==> src/rtl/axi_master_port.sv <==
// axi_master_port: bridges the CPU single-cycle memory port onto one AXI4 master.
// Each CPU request becomes one single-beat AXI4 transaction; the pipeline is
// stalled until the response returns, then released for exactly one cycle.
// Optional feature macro: AXI_MASTER_RESP_CHECK_EN (sticky bus_err on non-OKAY
// RRESP/BRESP). Without it bus_err is tied low.
module axi_master_port #(
    parameter logic [3:0] MASTER_ID = 4'd1
) (
    input  logic        ACLK,
    input  logic        ARESETn,
    // CPU side
    input  logic        req_read,
    input  logic        req_write,
    input  logic [3:0]  req_wtype,
    input  logic [31:0] req_addr,
    input  logic [31:0] req_wdata,
    output logic [31:0] rdata,
    output logic        stall,
    output logic        bus_err,
    // Read address channel
    output logic [3:0]  ARID,
    output logic [31:0] ARADDR,
    output logic [3:0]  ARLEN,
    output logic [2:0]  ARSIZE,
    output logic [1:0]  ARBURST,
    output logic        ARVALID,
    input  logic        ARREADY,
    // Read data channel
    input  logic [3:0]  RID,
    input  logic [31:0] RDATA,
    input  logic [1:0]  RRESP,
    input  logic        RLAST,
    input  logic        RVALID,
    output logic        RREADY,
    // Write address channel
    output logic [3:0]  AWID,
    output logic [31:0] AWADDR,
    output logic [3:0]  AWLEN,
    output logic [2:0]  AWSIZE,
    output logic [1:0]  AWBURST,
    output logic        AWVALID,
    input  logic        AWREADY,
    // Write data channel
    output logic [31:0] WDATA,
    output logic [3:0]  WSTRB,
    output logic        WLAST,
    output logic        WVALID,
    input  logic        WREADY,
    // Write response channel
    input  logic [3:0]  BID,
    input  logic [1:0]  BRESP,
    input  logic        BVALID,
    output logic        BREADY
);

    typedef enum logic [2:0] {
        StIdle,
        StRaddr,
        StRdata,
        StWreq,
        StWresp,
        StDone
    } state_e;

    state_e      state_q, state_d;
    logic [31:0] addr_q, addr_d;
    logic [31:0] wdata_q, wdata_d;
    logic [3:0]  wtype_q, wtype_d;
    logic [31:0] rdata_q, rdata_d;
    logic        arvalid_q, arvalid_d;
    logic        rready_q, rready_d;
    logic        awvalid_q, awvalid_d;
    logic        wvalid_q, wvalid_d;
    logic        bready_q, bready_d;
    logic        aw_done_q, aw_done_d;
    logic        w_done_q, w_done_d;

    logic aw_hs;
    logic w_hs;

    assign aw_hs = awvalid_q & AWREADY;
    assign w_hs  = wvalid_q & WREADY;

    // Single-beat IDs, last and burst info are not needed
    logic unused_inputs;
    assign unused_inputs = ^{RID, RLAST, BID};

    // Next-state and registered-output computation for the transaction FSM
    always_comb begin
        state_d   = state_q;
        addr_d    = addr_q;
        wdata_d   = wdata_q;
        wtype_d   = wtype_q;
        rdata_d   = rdata_q;
        arvalid_d = arvalid_q;
        rready_d  = rready_q;
        awvalid_d = awvalid_q;
        wvalid_d  = wvalid_q;
        bready_d  = bready_q;
        aw_done_d = aw_done_q;
        w_done_d  = w_done_q;
        unique case (state_q)
            StIdle: begin
                // Write takes priority when both requests are present
                if (req_write) begin
                    addr_d    = req_addr;
                    wdata_d   = req_wdata;
                    wtype_d   = req_wtype;
                    awvalid_d = 1'b1;
                    wvalid_d  = 1'b1;
                    aw_done_d = 1'b0;
                    w_done_d  = 1'b0;
                    state_d   = StWreq;
                end else if (req_read) begin
                    addr_d    = req_addr;
                    arvalid_d = 1'b1;
                    state_d   = StRaddr;
                end
            end
            StRaddr: begin
                if (ARREADY) begin
                    arvalid_d = 1'b0;
                    rready_d  = 1'b1;
                    state_d   = StRdata;
                end
            end
            StRdata: begin
                if (RVALID) begin
                    rready_d = 1'b0;
                    rdata_d  = RDATA;
                    state_d  = StDone;
                end
            end
            StWreq: begin
                // AW and W complete independently; leave once both have happened
                if (aw_hs) awvalid_d = 1'b0;
                if (w_hs)  wvalid_d  = 1'b0;
                aw_done_d = aw_done_q | aw_hs;
                w_done_d  = w_done_q | w_hs;
                if ((aw_done_q | aw_hs) && (w_done_q | w_hs)) begin
                    aw_done_d = 1'b0;
                    w_done_d  = 1'b0;
                    bready_d  = 1'b1;
                    state_d   = StWresp;
                end
            end
            StWresp: begin
                if (BVALID) begin
                    bready_d = 1'b0;
                    state_d  = StDone;
                end
            end
            StDone: begin
                state_d = StIdle;
            end
            default: begin
                state_d = StIdle;
            end
        endcase
    end

    // FSM state, latched request and registered channel controls
    always_ff @(posedge ACLK or negedge ARESETn) begin
        if (!ARESETn) begin
            state_q   <= StIdle;
            addr_q    <= '0;
            wdata_q   <= '0;
            wtype_q   <= '0;
            rdata_q   <= '0;
            arvalid_q <= 1'b0;
            rready_q  <= 1'b0;
            awvalid_q <= 1'b0;
            wvalid_q  <= 1'b0;
            bready_q  <= 1'b0;
            aw_done_q <= 1'b0;
            w_done_q  <= 1'b0;
        end else begin
            state_q   <= state_d;
            addr_q    <= addr_d;
            wdata_q   <= wdata_d;
            wtype_q   <= wtype_d;
            rdata_q   <= rdata_d;
            arvalid_q <= arvalid_d;
            rready_q  <= rready_d;
            awvalid_q <= awvalid_d;
            wvalid_q  <= wvalid_d;
            bready_q  <= bready_d;
            aw_done_q <= aw_done_d;
            w_done_q  <= w_done_d;
        end
    end

`ifdef AXI_MASTER_RESP_CHECK_EN
    logic bus_err_q, bus_err_d;

    // Sticky error on any non-OKAY response; cleared only by reset
    always_comb begin
        bus_err_d = bus_err_q;
        if ((state_q == StRdata) && RVALID && (RRESP != 2'b00)) bus_err_d = 1'b1;
        if ((state_q == StWresp) && BVALID && (BRESP != 2'b00)) bus_err_d = 1'b1;
    end

    // Error flag register
    always_ff @(posedge ACLK or negedge ARESETn) begin
        if (!ARESETn) begin
            bus_err_q <= 1'b0;
        end else begin
            bus_err_q <= bus_err_d;
        end
    end

    assign bus_err = bus_err_q;
`else
    logic unused_resp;
    assign unused_resp = ^{RRESP, BRESP};
    assign bus_err     = 1'b0;
`endif

    // Stall rises combinationally with the request so the CPU holds it
    assign stall = ((state_q == StIdle) & (req_read | req_write)) |
                   ((state_q != StIdle) & (state_q != StDone));

    assign rdata   = rdata_q;

    assign ARID    = MASTER_ID;
    assign ARADDR  = addr_q;
    assign ARLEN   = 4'd0;
    assign ARSIZE  = 3'b010;
    assign ARBURST = 2'b01;
    assign ARVALID = arvalid_q;
    assign RREADY  = rready_q;

    assign AWID    = MASTER_ID;
    assign AWADDR  = addr_q;
    assign AWLEN   = 4'd0;
    assign AWSIZE  = 3'b010;
    assign AWBURST = 2'b01;
    assign AWVALID = awvalid_q;

    assign WDATA   = wdata_q;
    assign WSTRB   = ~wtype_q;
    assign WLAST   = 1'b1;
    assign WVALID  = wvalid_q;
    assign BREADY  = bready_q;

endmodule
==> config.mk <==
export PLATFORM = sky130hd
export DESIGN_NAME = axi_master_port
export DESIGN_NICKNAME = d
export VERILOG_FILES = /design/src/rtl/axi_master_port.sv
export SDC_FILE = /design/constraint.sdc
export NUM_CORES = 1
export LEC_CHECK = 0
export ABC_AREA = 1
export CELL_PAD_IN_SITES_DETAIL_PLACEMENT = 0
export CELL_PAD_IN_SITES_GLOBAL_PLACEMENT = 1
export CORE_MARGIN = 2
export CORE_UTILIZATION = 27
export DETAILED_ROUTE_END_ITERATION = 10
export MAX_ROUTING_LAYER = met4
export PLACE_DENSITY = 0.82
export REMOVE_ABC_BUFFERS = 1
export SLEW_MARGIN = 10
export SYNTH_ARGS = -nofsm -noshare
export SYNTH_HDL_FRONTEND = slang
export SYNTH_SLANG_ARGS = --single-unit
==> constraint.sdc <==
create_clock -name ACLK -period 1.7 [get_ports ACLK]
set_input_delay 0.34 -clock ACLK [delete_from_list [all_inputs] [get_ports ACLK]]
set_output_delay 0.34 -clock ACLK [all_outputs]
set_load 0.01 [all_outputs]
==> key figures, run 1 <==
Critical path
  – Critical path class: reg2out
  – CP startpoint kind: flop
  – RR Endpoint: state_q[0]$_DFFE_PN0P_
  – Crit-path max FO: 2
  – Critical path data arrival time: approximately 1.3 ns
  – FF-to-FF Start: state_q[0]$_DFFE_PN0P_
  – Worst setup path start: wtype_q[0]$_DFFE_PN0P_
  – R2R cell count: 8
  – CP Data Required Time: between 1 and 1.5 ns
  – CP max stage delay: about 0.54 ns
  – Critical path cell sequence: inv_1 > clkdlybuf4s50_1
  – Setup crit end: WSTRB[0]
  – R2R Setup Slk: 0.19 ns
  – CP max-delay cell: clkdlybuf4s50_1
  – CP endpoint kind: output port

GRT
  – Antenna violations before repair: 0
  – Vias in the first global route: between 4000 and 5000
  – Global routing's busiest layer: met2
  – Met1 track demand over resource: 0.1900
  – Total track usage: 0.1470
  – Met2 usage: 0.2341
  – Met3 Use GR: 0.02325
  – Pin count of the biggest net entering global routing: 59
  – Total grt overflow: 0
  – First-pass GRT wire length: between 20 and 25 mm

Drt
  – DR iter-0 viols: 260
  – Routed WL: roughly 14 mm
  – Remaining DRCs: 0
  – Vias: roughly 4300
  – Routed vias/inst: around 4.2
  – DRT antenna net count: 0
  – Drt first pass iters: 4
  – Post-DR wirelength/cell: approximately 14 um

Synthesis
  – Synthesized area: roughly 5000 um2
  – Mapped Cells: 570
  – Top-area cell type share of the netlist area: 0.5512
  – Sequential share of the synthesized area: 0.5512
  – Post-synth ARST share: 1.000
  – Top-count cell post-synth: nand2_1
  – Cell accounting for the most synthesized area: dfrtp_1
  – Commonest cells post-synth: nand2_1, dfrtp_1, nand3_1
  – Ys flop type: dfrtp_1
  – Ys Warns: 0
  – EDFF count, synth: 0
  – Synthesized area per cell: approximately 8.8 um2
  – Distinct cells, synth: 24
  – Synth top area cells: dfrtp_1, nand2_1, buf_4, nand3_1, buf_6
  – #FFs+latches synth: between 100 and 150

Clock network
  – Clock buffer count from CTS: 9
  – Clock root buffer: clkbuf_16
  – Clk sink count: 110
  – Clock transition at path regs: about 0.080 ns
  – CTS H-tree depth: 3
  – Clk buf depth: 2
  – Skew-Pair Late Insertion Delay: around 0.36 ns
  – CTS tree: done

Floorplanning
  – Die H: 140.0 um
  – Die Area: about 20000 um2
  – # rows: slightly below 50
  – CORE AREA: 18020 um2
  – IO Pins: around 290
  – Initial Util: 0.2770
  – Die Span X: around 140 um

Placed design
  – Number of port buffers: ~250
  – Pre-CTS WS: -0.4421 ns
  – Hpwl dp: between 10 and 15 mm
  – Gpl congestion: 0.7415

Pwr
  – Leak: approximately 3.8 nW
  – Power Density: approximately 1800 nW/um2
  – Peak VDD IR: about 0.73 mV
  – Reg power frac: 0.332
  – Combinational Power Share: 0.508
  – NetSw: between 0.005 and 0.006 W
  – Clock network power share: 0.160
  – Cell Int Power: ~0.009 W
  – Sw frac: 0.3636

STA
  – TNS Setup: 0 ns
  – Skew final: ~0.011 ns
  – Setup WS post-layout: around 0.04 ns
  – Period minus WS final: between 1.5 and 2 ns
  – Tcrit/Tclk final: 0.9767
  – Hold Vio Cnt, Final: 0
  – Final Max Slew Viols: 0
  – Setup violators final: 0
  – Max Clock Freq: 602.3 MHz

Cells and area
  – Area growth syn-to-layout: 55.27%
  – ANT cells: 0
  – Fillers: 1818
  – Nets: 909
  – Share of cells above drive strength 1: 0.06692

Status
  – Outcome: finished, final reports clean

Flow run
  – Max Cap Viol: 0

Worst hold path
  – Worst Hold Class: reg2reg
routing by layer:
metal	up-vias	part of all wire
li1	2117	-
met5	-	0
met2	157	0.49
met1	1968	0.44
met3	12	0.053
met4	0	0.017
worst min path at each step:
stage,end,cells after the start,from
2_1_floorplan,ARADDR[0]$_DFFE_PN0P_,0,ARESETn
3_3_place_gp,WDATA[8]$_DFFE_PN0P_,2,ARESETn
3_5_place_dp,WDATA[29]$_DFFE_PN0P_,2,ARESETn
4_1_cts,WDATA[6]$_DFFE_PN0P_,2,WDATA[6]$_DFFE_PN0P_
5_1_grt,WDATA[3]$_DFFE_PN0P_,2,WDATA[3]$_DFFE_PN0P_
6_report,WDATA[6]$_DFFE_PN0P_,2,WDATA[6]$_DFFE_PN0P_
power by group through the flow:
stage               registers [W]  logic (W)  clock network, W
detailed placement        0.00463    0.00711                 0
CTS                       0.00462    0.00713           0.00230
global placement          0.00461    0.00705                 0
finish                    0.00459    0.00701           0.00221
global route              0.00477    0.00767           0.00237
floorplan                 0.00530    0.00196                 0
critical path, delay by kind of cell, from the launching register on:
family | cells | cell delay [ns]
flip-flops | 1 | 0.37
buffers and inverters | 2 | 0.60
registers in the layout, indices dropped and copies added (netlist names):
name	cells
rdata	32
WVALID	1
BREADY	1
state_q	3
ARVALID	1
WDATA	32
ARADDR	32
AWVALID	1
wtype_q	4
aw_done_q	1
RREADY	1
w_done_q	1
what timing repair did:
item,CTS,global route
endpoints found under the setup margin,4,8
endpoints found under the hold margin,28,0
pin swaps,1,1
hold buffers,1,0
buffers inserted,1,1
resized for setup,8,7
stage by stage:
stage / instances / hold WS [ns] / instance area (um2) / utilization / power [W]
CTS: 1020 / 0.4759 / 7729 / 0.4288 / 0.01405
global route: 1021 / 0.4923 / 7754 / 0.4302 / 0.01481
floorplan: 506 / 0.04441 / 4415 / - / 0.007258
finish: 1021 / 0.4711 / 7754 / 0.4302 / 0.01381
detailed placement: 1002 / 0.3708 / 7407 / 0.4109 / 0.01174
global placement: 1002 / 0.3680 / 7407 / 0.4109 / 0.01166
cell type report:
cell class | count | area (um2) | share of cell area
flip-flops and latches | 110 | 2754 | 0.3552
clock buffers | 10 | 239.0 | 0.03082
multi-input cells | 382 | 1610 | 0.2077
repair buffers | 270 | 2740 | 0.3534
inverters | 14 | 55.05 | 0.007100
clock inverters | 6 | 68.82 | 0.008875
well taps | 229 | 286.5 | 0.03695
placed cells by master, fill, tap and decap left out, drive strengths merged:
cell / Yosys / routed
nand2: 251 / 251
inv: 14 / 16
dlygate4sd3: 0 / 1
nand3: 70 / 70
dfrtp: 110 / 110
bufinv: 0 / 1
a31oi: 1 / 1
conb: 2 / 28
clkdlybuf4s50: 0 / 235
buf: 89 / 25
nand4: 1 / 1
o22ai: 1 / 1
clkbuf: 1 / 10
a21o: 1 / 1
nor2: 12 / 12
a21oi: 9 / 9
or2: 1 / 1
nand3b: 3 / 3
dlymetal6s2s: 0 / 7
dlygate4sd2: 0 / 2
o21ai: 4 / 4
clkinvlp: 0 / 1
clkinv: 0 / 2
kinds of logic (layout without fill, tap and decap cells):
kind of cell           count (synthesis)  count (layout)  synth area share
AOI/OAI and AO/OA                     16              16           0.01704
other                                  2              28          0.001504
buffers and inverters                104             300            0.1463
DFF                                  110             110            0.5512
and+or+nand+nor                      338             338            0.2839
Power figures use the tool's default switching activity.
==> inputs of run 2 (changes only) <==
CTS_CLUSTER_DIAMETER = 30   (was not set)
==> results of run 2 <==
No change in the layout: final DEF, timing and power equal those of run 1.
==> inputs of run 3 (changes only) <==
ABC_CLOCK_PERIOD_IN_PS = 1700   (was not set)
==> results of run 3 <==
No change in the layout: final DEF, timing and power equal those of run 1.
